===== src/rtl/hci_copy_sink_if.sv =====
// HCI core request/response bundle shared by the copy chains.
// target receives requests; initiator issues them.
interface hci_core_intf #(
  parameter int unsigned DW  = 32,
  parameter int unsigned AW  = 32,
  parameter int unsigned BW  = 8,
  parameter int unsigned UW  = 2,
  parameter int unsigned IW  = 4,
  parameter int unsigned EW  = 7,
  parameter int unsigned EHW = 1
) ();

  localparam int unsigned BEW = DW / BW;

  logic           req;
  logic [EHW-1:0] ereq;
  logic [EHW-1:0] r_eready;
  logic [EW-1:0]  ecc;
  logic [AW-1:0]  add;
  logic           wen;
  logic [DW-1:0]  data;
  logic [BEW-1:0] be;
  logic           r_ready;
  logic [UW-1:0]  user;
  logic [IW-1:0]  id;

  logic           gnt;
  logic [DW-1:0]  r_data;
  logic           r_valid;
  logic [UW-1:0]  r_user;
  logic [IW-1:0]  r_id;
  logic           r_opc;
  logic [EHW-1:0] egnt;
  logic [EHW-1:0] r_evalid;
  logic [EW-1:0]  r_ecc;

  modport target (
    input  req, ereq, r_eready, ecc, add, wen,
    input  data, be, r_ready, user, id,
    output gnt, r_data, r_valid, r_user, r_id,
    output r_opc, egnt, r_evalid, r_ecc
  );

  modport initiator (
    output req, ereq, r_eready, ecc, add, wen,
    output data, be, r_ready, user, id,
    input  gnt, r_data, r_valid, r_user, r_id,
    input  r_opc, egnt, r_evalid, r_ecc
  );

endinterface


===== src/rtl/hci_copy_sink.sv =====
// Copy-chain sink: forwards main stream, mirrors responses,
// and flags any request-side divergence between the chains.
module hci_copy_sink #(
  parameter bit          REG_COMPARE = 1'b1,
  parameter int unsigned FAULT_CNT_W = 16,
  parameter int unsigned AW          = 32
) (
  input  logic                   clk_i,
  input  logic                   clear_i,
  hci_core_intf.target           tcdm_main,
  hci_core_intf.target           tcdm_copy,
  hci_core_intf.initiator        tcdm_out,
  input  logic                   fault_clr_i,
  output logic                   fault_detected_o,
  output logic                   fault_pulse_o,
  output logic [FAULT_CNT_W-1:0] fault_count_o,
  output logic [10:0]            fault_field_o,
  output logic [AW-1:0]          fault_add_o
);

  localparam logic [FAULT_CNT_W-1:0] CNT_MAX = '1;

  logic [10:0]            mm;
  logic [10:0]            ev_mm;
  logic [AW-1:0]          ev_add;
  logic                   armed_q;
  logic                   hit;
  logic                   sticky_q;
  logic [FAULT_CNT_W-1:0] cnt_q;
  logic [10:0]            field_q;
  logic [AW-1:0]          add_q;

  assign tcdm_out.req      = tcdm_main.req;
  assign tcdm_out.ereq     = tcdm_main.ereq;
  assign tcdm_out.r_eready = tcdm_main.r_eready;
  assign tcdm_out.ecc      = tcdm_main.ecc;
  assign tcdm_out.add      = tcdm_main.add;
  assign tcdm_out.wen      = tcdm_main.wen;
  assign tcdm_out.data     = tcdm_main.data;
  assign tcdm_out.be       = tcdm_main.be;
  assign tcdm_out.r_ready  = tcdm_main.r_ready;
  assign tcdm_out.user     = tcdm_main.user;
  assign tcdm_out.id       = tcdm_main.id;

  assign tcdm_main.gnt      = tcdm_out.gnt;
  assign tcdm_main.r_data   = tcdm_out.r_data;
  assign tcdm_main.r_valid  = tcdm_out.r_valid;
  assign tcdm_main.r_user   = tcdm_out.r_user;
  assign tcdm_main.r_id     = tcdm_out.r_id;
  assign tcdm_main.r_opc    = tcdm_out.r_opc;
  assign tcdm_main.egnt     = tcdm_out.egnt;
  assign tcdm_main.r_evalid = tcdm_out.r_evalid;
  assign tcdm_main.r_ecc    = tcdm_out.r_ecc;

  assign tcdm_copy.gnt      = tcdm_out.gnt;
  assign tcdm_copy.r_data   = tcdm_out.r_data;
  assign tcdm_copy.r_valid  = tcdm_out.r_valid;
  assign tcdm_copy.r_user   = tcdm_out.r_user;
  assign tcdm_copy.r_id     = tcdm_out.r_id;
  assign tcdm_copy.r_opc    = tcdm_out.r_opc;
  assign tcdm_copy.egnt     = tcdm_out.egnt;
  assign tcdm_copy.r_evalid = tcdm_out.r_evalid;
  assign tcdm_copy.r_ecc    = tcdm_out.r_ecc;

  always_comb begin
    mm     = '0;
    mm[0]  = tcdm_main.req      != tcdm_copy.req;
    mm[1]  = tcdm_main.ereq     != tcdm_copy.ereq;
    mm[2]  = tcdm_main.r_eready != tcdm_copy.r_eready;
    mm[3]  = tcdm_main.ecc      != tcdm_copy.ecc;
    mm[4]  = tcdm_main.add      != tcdm_copy.add;
    mm[5]  = tcdm_main.wen      != tcdm_copy.wen;
    mm[6]  = tcdm_main.data     != tcdm_copy.data;
    mm[7]  = tcdm_main.be       != tcdm_copy.be;
    mm[8]  = tcdm_main.r_ready  != tcdm_copy.r_ready;
    mm[9]  = tcdm_main.user     != tcdm_copy.user;
    mm[10] = tcdm_main.id       != tcdm_copy.id;
  end

  if (REG_COMPARE) begin : g_reg
    logic [10:0]   mm_q;
    logic [AW-1:0] mm_add_q;

    always_ff @(posedge clk_i) begin
      if (clear_i) begin
        mm_q     <= '0;
        mm_add_q <= '0;
      end else begin
        mm_q     <= mm;
        mm_add_q <= tcdm_main.add;
      end
    end

    assign ev_mm  = mm_q;
    assign ev_add = mm_add_q;
  end else begin : g_comb
    assign ev_mm  = mm;
    assign ev_add = tcdm_main.add;
  end

  // blanks the first cycle after clear so outputs stay quiet there
  always_ff @(posedge clk_i) begin
    if (clear_i) armed_q <= 1'b0;
    else         armed_q <= 1'b1;
  end

  assign hit = armed_q & ~clear_i & (|ev_mm);

  // a hit outranks fault_clr_i: clear then record this event
  always_ff @(posedge clk_i) begin
    if (clear_i) begin
      sticky_q <= 1'b0;
      cnt_q    <= '0;
      field_q  <= '0;
      add_q    <= '0;
    end else if (hit) begin
      sticky_q <= 1'b1;
      if (fault_clr_i)          cnt_q <= {{(FAULT_CNT_W-1){1'b0}}, 1'b1};
      else if (cnt_q != CNT_MAX) cnt_q <= cnt_q + 1'b1;
      if (!sticky_q || fault_clr_i) begin
        field_q <= ev_mm;
        add_q   <= ev_add;
      end
    end else if (fault_clr_i) begin
      sticky_q <= 1'b0;
      cnt_q    <= '0;
      field_q  <= '0;
      add_q    <= '0;
    end
  end

  assign fault_pulse_o    = hit;
  assign fault_detected_o = sticky_q & ~clear_i;
  assign fault_count_o    = clear_i ? '0 : cnt_q;
  assign fault_field_o    = clear_i ? '0 : field_q;
  assign fault_add_o      = clear_i ? '0 : add_q;

endmodule


===== src/flat_wrapper.sv =====
// flat-port wrapper written by rule: the top's interface ports become plain ports
module hci_copy_sink_flat 
#(
  parameter bit          REG_COMPARE = 1'b1,
  parameter int unsigned FAULT_CNT_W = 16,
  parameter int unsigned AW          = 32
)
  (clk_i, clear_i, fault_clr_i, fault_detected_o, fault_pulse_o, fault_count_o, fault_field_o, fault_add_o, tcdm_main_req, tcdm_main_ereq, tcdm_main_r_eready, tcdm_main_ecc, tcdm_main_add, tcdm_main_wen, tcdm_main_data, tcdm_main_be, tcdm_main_r_ready, tcdm_main_user, tcdm_main_id, tcdm_main_gnt, tcdm_main_r_data, tcdm_main_r_valid, tcdm_main_r_user, tcdm_main_r_id, tcdm_main_r_opc, tcdm_main_egnt, tcdm_main_r_evalid, tcdm_main_r_ecc, tcdm_copy_req, tcdm_copy_ereq, tcdm_copy_r_eready, tcdm_copy_ecc, tcdm_copy_add, tcdm_copy_wen, tcdm_copy_data, tcdm_copy_be, tcdm_copy_r_ready, tcdm_copy_user, tcdm_copy_id, tcdm_copy_gnt, tcdm_copy_r_data, tcdm_copy_r_valid, tcdm_copy_r_user, tcdm_copy_r_id, tcdm_copy_r_opc, tcdm_copy_egnt, tcdm_copy_r_evalid, tcdm_copy_r_ecc, tcdm_out_req, tcdm_out_ereq, tcdm_out_r_eready, tcdm_out_ecc, tcdm_out_add, tcdm_out_wen, tcdm_out_data, tcdm_out_be, tcdm_out_r_ready, tcdm_out_user, tcdm_out_id, tcdm_out_gnt, tcdm_out_r_data, tcdm_out_r_valid, tcdm_out_r_user, tcdm_out_r_id, tcdm_out_r_opc, tcdm_out_egnt, tcdm_out_r_evalid, tcdm_out_r_ecc);
  hci_core_intf #(.AW(AW)) tcdm_main_i ();
  hci_core_intf #(.AW(AW)) tcdm_copy_i ();
  hci_core_intf #(.AW(AW)) tcdm_out_i ();
  input  logic clk_i;
  input  logic clear_i;
  input  logic fault_clr_i;
  output logic fault_detected_o;
  output logic fault_pulse_o;
  output logic [FAULT_CNT_W-1:0] fault_count_o;
  output logic [10:0] fault_field_o;
  output logic [AW-1:0] fault_add_o;
  input wire logic [$bits(tcdm_main_i.req)-1:0] tcdm_main_req;
  input wire logic [$bits(tcdm_main_i.ereq)-1:0] tcdm_main_ereq;
  input wire logic [$bits(tcdm_main_i.r_eready)-1:0] tcdm_main_r_eready;
  input wire logic [$bits(tcdm_main_i.ecc)-1:0] tcdm_main_ecc;
  input wire logic [$bits(tcdm_main_i.add)-1:0] tcdm_main_add;
  input wire logic [$bits(tcdm_main_i.wen)-1:0] tcdm_main_wen;
  input wire logic [$bits(tcdm_main_i.data)-1:0] tcdm_main_data;
  input wire logic [$bits(tcdm_main_i.be)-1:0] tcdm_main_be;
  input wire logic [$bits(tcdm_main_i.r_ready)-1:0] tcdm_main_r_ready;
  input wire logic [$bits(tcdm_main_i.user)-1:0] tcdm_main_user;
  input wire logic [$bits(tcdm_main_i.id)-1:0] tcdm_main_id;
  output wire logic [$bits(tcdm_main_i.gnt)-1:0] tcdm_main_gnt;
  output wire logic [$bits(tcdm_main_i.r_data)-1:0] tcdm_main_r_data;
  output wire logic [$bits(tcdm_main_i.r_valid)-1:0] tcdm_main_r_valid;
  output wire logic [$bits(tcdm_main_i.r_user)-1:0] tcdm_main_r_user;
  output wire logic [$bits(tcdm_main_i.r_id)-1:0] tcdm_main_r_id;
  output wire logic [$bits(tcdm_main_i.r_opc)-1:0] tcdm_main_r_opc;
  output wire logic [$bits(tcdm_main_i.egnt)-1:0] tcdm_main_egnt;
  output wire logic [$bits(tcdm_main_i.r_evalid)-1:0] tcdm_main_r_evalid;
  output wire logic [$bits(tcdm_main_i.r_ecc)-1:0] tcdm_main_r_ecc;
  input wire logic [$bits(tcdm_copy_i.req)-1:0] tcdm_copy_req;
  input wire logic [$bits(tcdm_copy_i.ereq)-1:0] tcdm_copy_ereq;
  input wire logic [$bits(tcdm_copy_i.r_eready)-1:0] tcdm_copy_r_eready;
  input wire logic [$bits(tcdm_copy_i.ecc)-1:0] tcdm_copy_ecc;
  input wire logic [$bits(tcdm_copy_i.add)-1:0] tcdm_copy_add;
  input wire logic [$bits(tcdm_copy_i.wen)-1:0] tcdm_copy_wen;
  input wire logic [$bits(tcdm_copy_i.data)-1:0] tcdm_copy_data;
  input wire logic [$bits(tcdm_copy_i.be)-1:0] tcdm_copy_be;
  input wire logic [$bits(tcdm_copy_i.r_ready)-1:0] tcdm_copy_r_ready;
  input wire logic [$bits(tcdm_copy_i.user)-1:0] tcdm_copy_user;
  input wire logic [$bits(tcdm_copy_i.id)-1:0] tcdm_copy_id;
  output wire logic [$bits(tcdm_copy_i.gnt)-1:0] tcdm_copy_gnt;
  output wire logic [$bits(tcdm_copy_i.r_data)-1:0] tcdm_copy_r_data;
  output wire logic [$bits(tcdm_copy_i.r_valid)-1:0] tcdm_copy_r_valid;
  output wire logic [$bits(tcdm_copy_i.r_user)-1:0] tcdm_copy_r_user;
  output wire logic [$bits(tcdm_copy_i.r_id)-1:0] tcdm_copy_r_id;
  output wire logic [$bits(tcdm_copy_i.r_opc)-1:0] tcdm_copy_r_opc;
  output wire logic [$bits(tcdm_copy_i.egnt)-1:0] tcdm_copy_egnt;
  output wire logic [$bits(tcdm_copy_i.r_evalid)-1:0] tcdm_copy_r_evalid;
  output wire logic [$bits(tcdm_copy_i.r_ecc)-1:0] tcdm_copy_r_ecc;
  output wire logic [$bits(tcdm_out_i.req)-1:0] tcdm_out_req;
  output wire logic [$bits(tcdm_out_i.ereq)-1:0] tcdm_out_ereq;
  output wire logic [$bits(tcdm_out_i.r_eready)-1:0] tcdm_out_r_eready;
  output wire logic [$bits(tcdm_out_i.ecc)-1:0] tcdm_out_ecc;
  output wire logic [$bits(tcdm_out_i.add)-1:0] tcdm_out_add;
  output wire logic [$bits(tcdm_out_i.wen)-1:0] tcdm_out_wen;
  output wire logic [$bits(tcdm_out_i.data)-1:0] tcdm_out_data;
  output wire logic [$bits(tcdm_out_i.be)-1:0] tcdm_out_be;
  output wire logic [$bits(tcdm_out_i.r_ready)-1:0] tcdm_out_r_ready;
  output wire logic [$bits(tcdm_out_i.user)-1:0] tcdm_out_user;
  output wire logic [$bits(tcdm_out_i.id)-1:0] tcdm_out_id;
  input wire logic [$bits(tcdm_out_i.gnt)-1:0] tcdm_out_gnt;
  input wire logic [$bits(tcdm_out_i.r_data)-1:0] tcdm_out_r_data;
  input wire logic [$bits(tcdm_out_i.r_valid)-1:0] tcdm_out_r_valid;
  input wire logic [$bits(tcdm_out_i.r_user)-1:0] tcdm_out_r_user;
  input wire logic [$bits(tcdm_out_i.r_id)-1:0] tcdm_out_r_id;
  input wire logic [$bits(tcdm_out_i.r_opc)-1:0] tcdm_out_r_opc;
  input wire logic [$bits(tcdm_out_i.egnt)-1:0] tcdm_out_egnt;
  input wire logic [$bits(tcdm_out_i.r_evalid)-1:0] tcdm_out_r_evalid;
  input wire logic [$bits(tcdm_out_i.r_ecc)-1:0] tcdm_out_r_ecc;
  assign tcdm_main_i.req = tcdm_main_req;
  assign tcdm_main_i.ereq = tcdm_main_ereq;
  assign tcdm_main_i.r_eready = tcdm_main_r_eready;
  assign tcdm_main_i.ecc = tcdm_main_ecc;
  assign tcdm_main_i.add = tcdm_main_add;
  assign tcdm_main_i.wen = tcdm_main_wen;
  assign tcdm_main_i.data = tcdm_main_data;
  assign tcdm_main_i.be = tcdm_main_be;
  assign tcdm_main_i.r_ready = tcdm_main_r_ready;
  assign tcdm_main_i.user = tcdm_main_user;
  assign tcdm_main_i.id = tcdm_main_id;
  assign tcdm_main_gnt = tcdm_main_i.gnt;
  assign tcdm_main_r_data = tcdm_main_i.r_data;
  assign tcdm_main_r_valid = tcdm_main_i.r_valid;
  assign tcdm_main_r_user = tcdm_main_i.r_user;
  assign tcdm_main_r_id = tcdm_main_i.r_id;
  assign tcdm_main_r_opc = tcdm_main_i.r_opc;
  assign tcdm_main_egnt = tcdm_main_i.egnt;
  assign tcdm_main_r_evalid = tcdm_main_i.r_evalid;
  assign tcdm_main_r_ecc = tcdm_main_i.r_ecc;
  assign tcdm_copy_i.req = tcdm_copy_req;
  assign tcdm_copy_i.ereq = tcdm_copy_ereq;
  assign tcdm_copy_i.r_eready = tcdm_copy_r_eready;
  assign tcdm_copy_i.ecc = tcdm_copy_ecc;
  assign tcdm_copy_i.add = tcdm_copy_add;
  assign tcdm_copy_i.wen = tcdm_copy_wen;
  assign tcdm_copy_i.data = tcdm_copy_data;
  assign tcdm_copy_i.be = tcdm_copy_be;
  assign tcdm_copy_i.r_ready = tcdm_copy_r_ready;
  assign tcdm_copy_i.user = tcdm_copy_user;
  assign tcdm_copy_i.id = tcdm_copy_id;
  assign tcdm_copy_gnt = tcdm_copy_i.gnt;
  assign tcdm_copy_r_data = tcdm_copy_i.r_data;
  assign tcdm_copy_r_valid = tcdm_copy_i.r_valid;
  assign tcdm_copy_r_user = tcdm_copy_i.r_user;
  assign tcdm_copy_r_id = tcdm_copy_i.r_id;
  assign tcdm_copy_r_opc = tcdm_copy_i.r_opc;
  assign tcdm_copy_egnt = tcdm_copy_i.egnt;
  assign tcdm_copy_r_evalid = tcdm_copy_i.r_evalid;
  assign tcdm_copy_r_ecc = tcdm_copy_i.r_ecc;
  assign tcdm_out_req = tcdm_out_i.req;
  assign tcdm_out_ereq = tcdm_out_i.ereq;
  assign tcdm_out_r_eready = tcdm_out_i.r_eready;
  assign tcdm_out_ecc = tcdm_out_i.ecc;
  assign tcdm_out_add = tcdm_out_i.add;
  assign tcdm_out_wen = tcdm_out_i.wen;
  assign tcdm_out_data = tcdm_out_i.data;
  assign tcdm_out_be = tcdm_out_i.be;
  assign tcdm_out_r_ready = tcdm_out_i.r_ready;
  assign tcdm_out_user = tcdm_out_i.user;
  assign tcdm_out_id = tcdm_out_i.id;
  assign tcdm_out_i.gnt = tcdm_out_gnt;
  assign tcdm_out_i.r_data = tcdm_out_r_data;
  assign tcdm_out_i.r_valid = tcdm_out_r_valid;
  assign tcdm_out_i.r_user = tcdm_out_r_user;
  assign tcdm_out_i.r_id = tcdm_out_r_id;
  assign tcdm_out_i.r_opc = tcdm_out_r_opc;
  assign tcdm_out_i.egnt = tcdm_out_egnt;
  assign tcdm_out_i.r_evalid = tcdm_out_r_evalid;
  assign tcdm_out_i.r_ecc = tcdm_out_r_ecc;
  hci_copy_sink #(.REG_COMPARE(REG_COMPARE), .FAULT_CNT_W(FAULT_CNT_W), .AW(AW)) u_core (.clk_i(clk_i), .clear_i(clear_i), .tcdm_main(tcdm_main_i), .tcdm_copy(tcdm_copy_i), .tcdm_out(tcdm_out_i), .fault_clr_i(fault_clr_i), .fault_detected_o(fault_detected_o), .fault_pulse_o(fault_pulse_o), .fault_count_o(fault_count_o), .fault_field_o(fault_field_o), .fault_add_o(fault_add_o));
endmodule

===== config.mk =====
export PLATFORM = sky130hd
export DESIGN_NAME = hci_copy_sink_flat
export DESIGN_NICKNAME = d
export VERILOG_FILES = /design/src/rtl/hci_copy_sink_if.sv /design/src/rtl/hci_copy_sink.sv /design/src/flat_wrapper.sv
export SDC_FILE = /design/constraint.sdc
export NUM_CORES = 1
export LEC_CHECK = 0
export CAP_MARGIN = 10
export CORE_AREA = 2 2 183 185
export CTS_CLUSTER_DIAMETER = 150
export DETAILED_ROUTE_END_ITERATION = 8
export DIE_AREA = 0 0 185 187
export PLACE_DENSITY = 0.56
export SYNTH_ARGS = -nofsm -noshare
export SYNTH_HDL_FRONTEND = slang
export SYNTH_SLANG_ARGS = --single-unit

===== constraint.sdc =====
create_clock -name clk_i -period 5.35 [get_ports clk_i]
set_input_delay 1.3375 -clock clk_i [delete_from_list [all_inputs] [get_ports clk_i]]
set_output_delay 1.3375 -clock clk_i [all_outputs]
set_load 0.02 [all_outputs]

==> out/metrics.yaml, run 1 <==
ys_seq_area_share_pct: 34.5
drive_gt1_share_pct: 3.57
async_flop_share_pct: 0
die-area_um2: 34600
drtIter0Drc: 129
r2r_cells: 6
critPathArrivalTime_ps: 2880
cts_buffers: 9
ys.flop_type: "dfxtp_1"
hold_depth: 1
die_y_um: 187
p_leak_nw: 2.96
status: "complete, no violations"
viasPerCell: 3.83
cts_setup_buffers: 0
ys_warn_count: 0
synth_seq_cells: 104
path_clk_slew_ps: 70
slew_headroom_pct: 39.7
setup_ws_ps: 1130
cts_resized: 0
routed_wl_mm: 22.9
grt_pass1_vias: 4687
avgSynthCellArea_um2: 9.28
die-width_um: 185
cts_tree: "built"
synth_area_um2: 6040
first_pass_iters: 4
worstMarginPinSlew_ps: 902
post_drt_wl_per_cell_um: 18.5
ir_worst_vdd_mv: 0.109
path_cells: "buf_4 > buf_12 > nor2b_1 > clkdlybuf4s50_1"
port_buffers: 321
synth_edf_count: 0
crit_path_end_kind: "output pin"
io_pins: 472
syn_nets: 877
globalRouteOverflowTotal: 0
synth_top_area_cell: "dfxtp_1"
p_per_area_nw_per_um2: 224
antenna_found_initial: 0
via_count: 4715
grt_setup_unrepaired: "no"
path_class: "input port to output pin"
antennaDiodeCount: 0
period_share_pct: 78.8
critPathSlowestCell: "clkdlybuf4s50_1"
clk_latency_ps: 350
start_kind: "input port"
synth_cell_types: 40
tns_ps: 0
grt_max_degree: 61
gp_congestion: 0.803
dp_slack_ps: 1080
period_needed_ps: 4220
max_freq_mhz: 237
nFillCells: 3581
cp.required_ps: 4010
initial_utilization_pct: 18.4
hold_class: "register to register"
core_area_um2: 32900
cts.sinks: 104
grtUsageTotal_pct: 12.8
synthToLayoutAreaGrowth_pct: 43.0
synth_top_area_share_pct: 34.5
total_power_w: 0.00193
rows: 67
dp_hpwl_mm: 18.9
worstPathMaxFanout: 60
fin_nets: 1005
utilization_pct: 26.3
clockRootBuffer: "clkbuf_16"
placed_area_um2: 8350
drv_cap: 0
drc: 0
ant_nets: 0
drv_slew: 0
postCtsHoldBufs: 0
clock-skew-final_ps: 16.9
synthCells: 651
clockBufferDepth: 2
setup_viol: 0
grt_pass1_wl_mm: 31.8
cpPeakStageDelay_ps: 560
synth.area.top_cells: "dfxtp_1 (34%), buf_4 (23%), xnor2_1 (12%)"
cts_htree_levels: 3
fin_area_um2: 8640
hold_viol: 0
[power by group]
group | switching (W) | internal, W
Clock | 0.000315 | 0.000335
Combinational | 0.000206 | 0.000255
Sequential | 0.0000146 | 0.000807
[metrics by stage]
step / hold WS (ps) / cells
final: 447 / 1232
after global routing: 464 / 1232
after CTS: 447 / 1232
after detailed placement: 432 / 1216
after global placement: 442 / 1216
after floorplan: 426 / 651
[state kept, by name (all words and copies together) (netlist names)]
name             cells
u_core.cnt_q        16
u_core.add_q        32
u_core.armed_q       1
u_core.ev_mm        11
u_core.field_q      11
u_core.ev_add       32
u_core.sticky_q      1
[Yosys cell counts (2+ instances only)]
cell type  count
a41oi_1        3
xnor2_1       86
and4_1         2
inv_1          5
buf_4        186
nand4_1       22
buf_6          4
a21oi_1        5
nor3_1         3
mux2i_1        3
o41ai_1        2
xor2_1         5
o31ai_1        5
o21ai_0        2
buf_2          4
nor4_1        11
nor2_1        19
nor2b_1       90
nand2_1        7
o211ai_1       5
a22o_1        42
nand3_1        6
dfxtp_1      104
clkbuf_1      13
a31oi_1        2
[cells by family (layout without fill, tap and decap cells)]
group	after synthesis	after routing	synth area share, %
DFF	104	104	34.5
buffers and inverters	214	347	25.4
muxes	3	3	0.497
adders and majority gates	1	1	0.207
AOI/OAI and AO/OA	72	72	9.88
and+or+nand+nor	166	166	16.3
xor gates and xnor gates	91	91	13.2
[cells in the final DEF, fill, tap and decap left out, types with 2 or more instances in the layout]
cell,n
clkdlybuf4s50_1,320
dfxtp_1,104
nor2b_1,90
xnor2_1,86
a22o_1,42
nand4_1,22
nor2_1,19
nor4_1,11
clkbuf_16,9
nand2_1,7
nand3_1,6
inv_1,5
xor2_1,5
o211ai_1,5
o31ai_1,5
a21oi_1,4
buf_4,4
nor3_1,3
mux2i_1,3
a41oi_1,3
inv_6,3
a21oi_4,2
o41ai_1,2
and4_1,2
a31oi_1,2
o21ai_0,2
clkinv_4,2
[final timing paths]
check / from / end / slack, ps
worst min register to register: u_core.ev_add[28] / u_core.add_q[28] / 450
worst max register to register: u_core.ev_mm[6] / u_core.add_q[24] / 2590
worst max-delay path: clear_i / fault_add_o[10] / 1130
worst min-delay path: u_core.ev_add[28] / u_core.add_q[28] / 450
[cell type report]
class	count	area [µm²]	area share, %
Tap cell	448	561	6.49
Multi-Input combinational cell	333	2430	28.2
Timing Repair Buffer	325	3250	37.7
Inverter	6	22.5	0.261
Sequential cell	104	2080	24.1
Clock inverter	6	48.8	0.565
Clock buffer	10	239	2.77
[routing by layer]
| metal | track usage, % | wire length (µm) |
|---|---|---|
| met5 | 0 | 0 |
| met4 | 3.97 | 529 |
| met3 | 4.69 | 2240 |
| met1 | 14.8 | 9030 |
| met2 | 21.8 | 11100 |
[critical path: cells and delay by family]
kind	cells	cell delay, ps
AND/OR/NAND/NOR	1	120
buffers and inverters	3	1380
(Power assumes the default switching activity.)
==> run 2: changes to the inputs <==
==> constraint.sdc (replaced) <==
create_clock -name clk_i -period 3.98 [get_ports clk_i]
set_input_delay 0.995 -clock clk_i [delete_from_list [all_inputs] [get_ports clk_i]]
set_output_delay 0.995 -clock clk_i [all_outputs]
set_load 0.02 [all_outputs]
==> run 2 against run 1 <==
Effect of this change:
- sequential cell count unchanged
- non-clock buffer count is 3 higher
- clock power up 31%
- critical path depth decreased by 2
- wire length shrank 2.8%
- design area grew 0.20%
- first-iteration DRC count grew 18%
- worst hold slack worse by 0.59 ps
- register-to-register slack worse by 810 ps
- die area did not move
- sequential power increased by 34%
==> out/metrics.yaml, run 2 (synthesis gave the netlist of run 1 again) <==
status: "complete, no violations"  # unchanged
ir_worst_vdd_mv: 0.155  # was 0.109 mV
tns_ps: 0  # unchanged
first_pass_iters: 4  # unchanged
crit_path_end_kind: "output pin"  # unchanged
critPathArrivalTime_ps: 2330  # was 2880 ps
cts_setup_buffers: 0  # unchanged
io_pins: 472  # unchanged
core_area_um2: 32900  # unchanged
power_frac_comb_pct: 24.2  # was 23.8%
hold_viol: 0  # unchanged
path_cells: "clkdlybuf4s50_1 > clkdlybuf4s50_1"  # was buf_4 > buf_12 > nor2b_1 > clkdlybuf4s50_1
viasPerCell: 3.85  # was 3.83
initial_utilization_pct: 18.4  # unchanged
final_common_cell: "clkdlybuf4s50_1"  # unchanged
seqPwrFrac_pct: 42.7  # was 42.5%
clock-skew-final_ps: 14.9  # was 16.9 ps
via_count: 4751  # was 4,715
synthToLayoutAreaGrowth_pct: 43.3  # was 43.0%
hold_class: "register to register"  # unchanged
crit_top_cell: "clkdlybuf4s50_1"
drv_cap: 0  # unchanged
ant_nets: 0  # unchanged
cp.required_ps: 2980  # was 4010 ps
clockBufferDepth: 2  # unchanged
cts_tree: "built"  # unchanged
worstPathMaxFanout: 2  # was 60
grt_setup_unrepaired: "no"  # unchanged
period_share_pct: 83.5
worst-path-buf-inv: 2  # was 3
p_int_w: 0.00188  # was 0.00140 W
cpPeakStageDelay_ps: 720  # was 560 ps
path_clk_slew_ps: 70  # about the same
drc: 0  # unchanged
postCtsHoldBufs: 0  # unchanged
die-area_um2: 34600  # unchanged
clk_latency_ps: 350  # about the same
routed_wl_mm: 22.2  # was 22.9 mm
max_freq_mhz: 301
globalRouteOverflowTotal: 0  # unchanged
drive_gt1_share_pct: 3.81  # was 3.57%
worstSetupStartpoint: "tcdm_main_r_eready"  # was clear_i
critical_path.top_delay_family: "buffers and inverters"  # unchanged
setup_viol: 0  # unchanged
worstMarginPinSlew_ps: 580  # was 902 ps
drtIter0Drc: 152  # was 129
swShare_pct: 27.3  # was 27.7%
cts_htree_levels: 3  # unchanged
die-width_um: 185  # unchanged
p_leak_nw: 2.96  # about the same
clockRootBuffer: "clkbuf_16"  # unchanged
port_buffers: 321  # unchanged
p_sw_w: 0.000705  # was 0.000535 W
post-place-cells: 1219  # was 1,216
p_per_area_nw_per_um2: 298  # was 224 nW/µm²
layout.cells.non_filler: 1235  # was 1,232
slew_headroom_pct: 61.0  # was 39.7%
hp-start: "u_core.ev_add[12]"  # was u_core.ev_add[28]
cts_buffers: 9  # unchanged
critPathSlowestCell: "clkdlybuf4s50_1"  # unchanged
drv_slew: 0  # unchanged
grt_max_degree: 69  # was 61
post_drt_wl_per_cell_um: 18.0  # was 18.5 µm
grtUsageTotal_pct: 12.4  # was 12.8%
grt_pass1_vias: 4757  # was 4,687
antenna_found_initial: 1  # was 0
period_needed_ps: 3320
antennaDiodeCount: 0  # unchanged
path_class: "input port to output pin"  # unchanged
dp_hpwl_mm: 18.4  # was 18.9 mm
rr_startpoint: "u_core.ev_mm[2]"  # was u_core.ev_mm[6]
clock_power_share_pct: 33.1  # was 33.6%
cts_resized: 0  # unchanged
total_power_w: 0.00258  # was 0.00193 W
layout_common_cells: "clkdlybuf4s50_1 (320), dfxtp_1 (104), nor2b_1 (90)"  # unchanged
utilization_pct: 26.3  # about the same
gp_congestion: 0.816  # was 0.803
die_y_um: 187  # unchanged
cts.sinks: 104  # unchanged
start_kind: "input port"  # unchanged
fin_nets: 1008  # was 1,005
rows: 67  # unchanged
grt_pass1_wl_mm: 31.1  # was 31.8 mm
==> run 2: per-layer routing <==
layer / track usage (%) / wire, µm
met5: 0 / 0
met4: 4.67 / 657
met3: 3.93 / 2030
met2: 21.8 / 10800
met1: 13.7 / 8740
==> run 2: final timing paths <==
| check | to | slack, ps | cells past startpoint |
|---|---|---|---|
| max | tcdm_out_r_eready | 660 | 2 |
| min | u_core.add_q[12] | 450 | 1 |
| max reg2reg | u_core.add_q[25] | 1780 | 6 |
| min reg2reg | u_core.add_q[12] | 450 | 1 |
==> run 2: power groups by stage <==
stage | clock network (W) | logic (W) | registers [W]
after global placement | 0 | 0.000633 | 0.00113
after floorplan | 0 | 0.000459 | 0.00112
final | 0.000854 | 0.000624 | 0.00110
after global routing | 0.000936 | 0.000664 | 0.00111
after detailed placement | 0 | 0.000632 | 0.00113
after CTS | 0.000897 | 0.000637 | 0.00110
==> run 2: area by class of cell <==
cell class	instances	area, µm²
clock buffers	11	243
clock inverters	5	40.0
fillers	3531	24200
inverters	6	22.5
multi-input cells	333	2430
flip-flops and latches	104	2080
well taps	448	561
repair buffers	328	3280
==> run 2: stage by stage <==
stage	area [µm²]	hold WS, ps	setup WS (ps)
2_1_floorplan	6040	426	1050
3_3_place_gp	8370	431	541
3_5_place_dp	8370	436	543
4_1_cts	8660	449	543
5_1_grt	8660	462	580
6_report	8660	446	658
==> run 3: changes to the inputs <==
--- a/config.mk
+++ b/config.mk
@@ -10,7 +10,7 @@
 export CTS_CLUSTER_DIAMETER = 150
 export DETAILED_ROUTE_END_ITERATION = 8
 export DIE_AREA = 0 0 185 187
-export PLACE_DENSITY = 0.56
+export PLACE_DENSITY = 0.58
 export SYNTH_ARGS = -nofsm -noshare
 export SYNTH_HDL_FRONTEND = slang
 export SYNTH_SLANG_ARGS = --single-unit
==> constraint.sdc (replaced) <==
create_clock -name clk_i -period 2.75 [get_ports clk_i]
set_input_delay 0.6875 -clock clk_i [delete_from_list [all_inputs] [get_ports clk_i]]
set_output_delay 0.6875 -clock clk_i [all_outputs]
set_load 0.02 [all_outputs]
==> run 3 against run 2 <==
Effect of this change:
- sequential cell count stayed put
- clock power is 51% higher
- total power is 47% higher
- die area stayed put
- global-route usage is 0.11 points lower
- register-to-register slack worse by 1500 ps
- non-clock buffer count is 19 higher
==> out/metrics.yaml, run 3 (synthesis gave the netlist of run 1 again) <==
status: "complete, no violations"  # unchanged
antenna_found_initial: 1  # unchanged
post-place-cells: 1238  # was 1,219
drv_cap: 0  # unchanged
die_y_um: 187  # unchanged
post_drt_wl_per_cell_um: 17.6  # was 18.0 µm
nFillCells: 3529  # was 3,531
critPathArrivalTime_ps: 1940  # was 2330 ps
period_needed_ps: 2620
die-area_um2: 34600  # unchanged
port_buffers: 321  # unchanged
via_count: 4818  # was 4,751
path_clk_slew_ps: 80  # was 70 ps
ir_worst_vdd_mv: 0.219  # was 0.155 mV
crit_path_end_kind: "output pin"  # unchanged
cts_htree_levels: 3  # unchanged
cts.sinks: 104  # unchanged
clock-skew-final_ps: 8.21  # was 14.9 ps
grt_pass1_vias: 4756  # was 4,757
hold_class: "register to register"  # unchanged
ant_nets: 0  # unchanged
globalRouteOverflowTotal: 0  # unchanged
placed_area_um2: 8530  # was 8370 µm²
die-width_um: 185  # unchanged
final_common_cell: "clkdlybuf4s50_1"  # unchanged
layout_common_cells: "clkdlybuf4s50_1 (309), dfxtp_1 (104), nor2b_1 (90)"  # was clkdlybuf4s50_1 (320), dfxtp_1 (104), nor2b_1 (90)
clockRootBuffer: "clkbuf_16"  # unchanged
first_pass_iters: 4  # unchanged
drc: 0  # unchanged
p_per_area_nw_per_um2: 431  # was 298 nW/µm²
period_share_pct: 95.4
routed_wl_mm: 22.1  # was 22.2 mm
cts_resized: 2  # was 0
gp_congestion: 0.799  # was 0.816
grt_pass1_wl_mm: 31.1  # about the same
drv_slew: 0  # unchanged
cp.required_ps: 2060  # was 2980 ps
grt_setup_unrepaired: "no"  # unchanged
hold_viol: 0  # unchanged
core_area_um2: 32900  # unchanged
dp_hpwl_mm: 18.3  # was 18.4 mm
clk_latency_ps: 350  # about the same
p_leak_nw: 3.10  # was 2.96 nW
start_kind: "input port"  # unchanged
max_freq_mhz: 381
worstPathMaxFanout: 2  # unchanged
utilization_pct: 26.9  # was 26.3%
cts_buffers: 9  # unchanged
slew_headroom_pct: 29.2  # was 61.0%
synthToLayoutAreaGrowth_pct: 46.2  # was 43.3%
clockBufferDepth: 2  # unchanged
cts_tree: "built"  # unchanged
fin_nets: 1027  # was 1,008
total_power_w: 0.00380  # was 0.00258 W
layout.cells.non_filler: 1254  # was 1,235
path_class: "input port to output pin"  # unchanged
io_pins: 472  # unchanged
grtUsageTotal_pct: 12.2  # was 12.4%
setup_viol: 0  # unchanged
tns_ps: 0  # unchanged
viasPerCell: 3.84  # was 3.85
antennaDiodeCount: 0  # unchanged
postCtsHoldBufs: 0  # unchanged
grt_max_degree: 57  # was 69
drive_gt1_share_pct: 7.57  # was 3.81%
rows: 67  # unchanged
fin_area_um2: 8830  # was 8660 µm²
worstMarginPinSlew_ps: 1060  # was 580 ps
drtIter0Drc: 133  # was 152
cts_setup_buffers: 0  # unchanged
initial_utilization_pct: 18.4  # unchanged
[run 3: final timing paths]
kind | startpoint | end | slack (ps) | depth (start not counted)
setup / recovery | tcdm_main_r_eready | tcdm_out_r_eready | 130 | 3
hold / removal | u_core.ev_add[4] | u_core.add_q[4] | 450 | 1
setup reg to reg | u_core.ev_mm[2] | u_core.add_q[10] | 310 | 6
hold reg to reg | u_core.ev_add[4] | u_core.add_q[4] | 450 | 1
[run 3: final cells by class]
class / count / area (µm²) / share of cell area (%)
clock buffer: 10 / 239 / 2.71
clock inverter: 6 / 57.6 / 0.652
multi-input combinational: 333 / 2440 / 27.6
timing repair buffer: 347 / 3430 / 38.8
inverter: 6 / 22.5 / 0.255
sequential: 104 / 2080 / 23.6
tap: 448 / 561 / 6.35
[run 3: metal layers]
| metal | track usage [%] | wire (µm) | vias up |
|---|---|---|---|
| met5 | 0 | 0 | - |
| met4 | 4.00 | 490 | 0 |
| met3 | 4.48 | 2210 | 27 |
| met2 | 21.2 | 10700 | 278 |
| met1 | 13.9 | 8690 | 2216 |
| li1 | - | - | 2297 |
[run 3: power by group]
group	switching, W	internal [W]
Sequential	0.0000241	0.00157
Combinational	0.000404	0.000520
Clock	0.000623	0.000663
Total	0.00105	0.00275
[run 3: through the flow]
| stage | hold WS [ps] | setup WS, ps |
|---|---|---|
| after CTS | 450 | 63.2 |
| after global placement | 428 | 32.1 |
| final | 449 | 126 |
| after detailed placement | 433 | 62.8 |
| after global routing | 460 | 59.2 |
| after floorplan | 426 | 436 |
[run 3: critical path, stage by stage]
cell and delay (ps):
clkdlybuf4s50_1 450, buf_4 130, clkdlybuf4s50_1 660
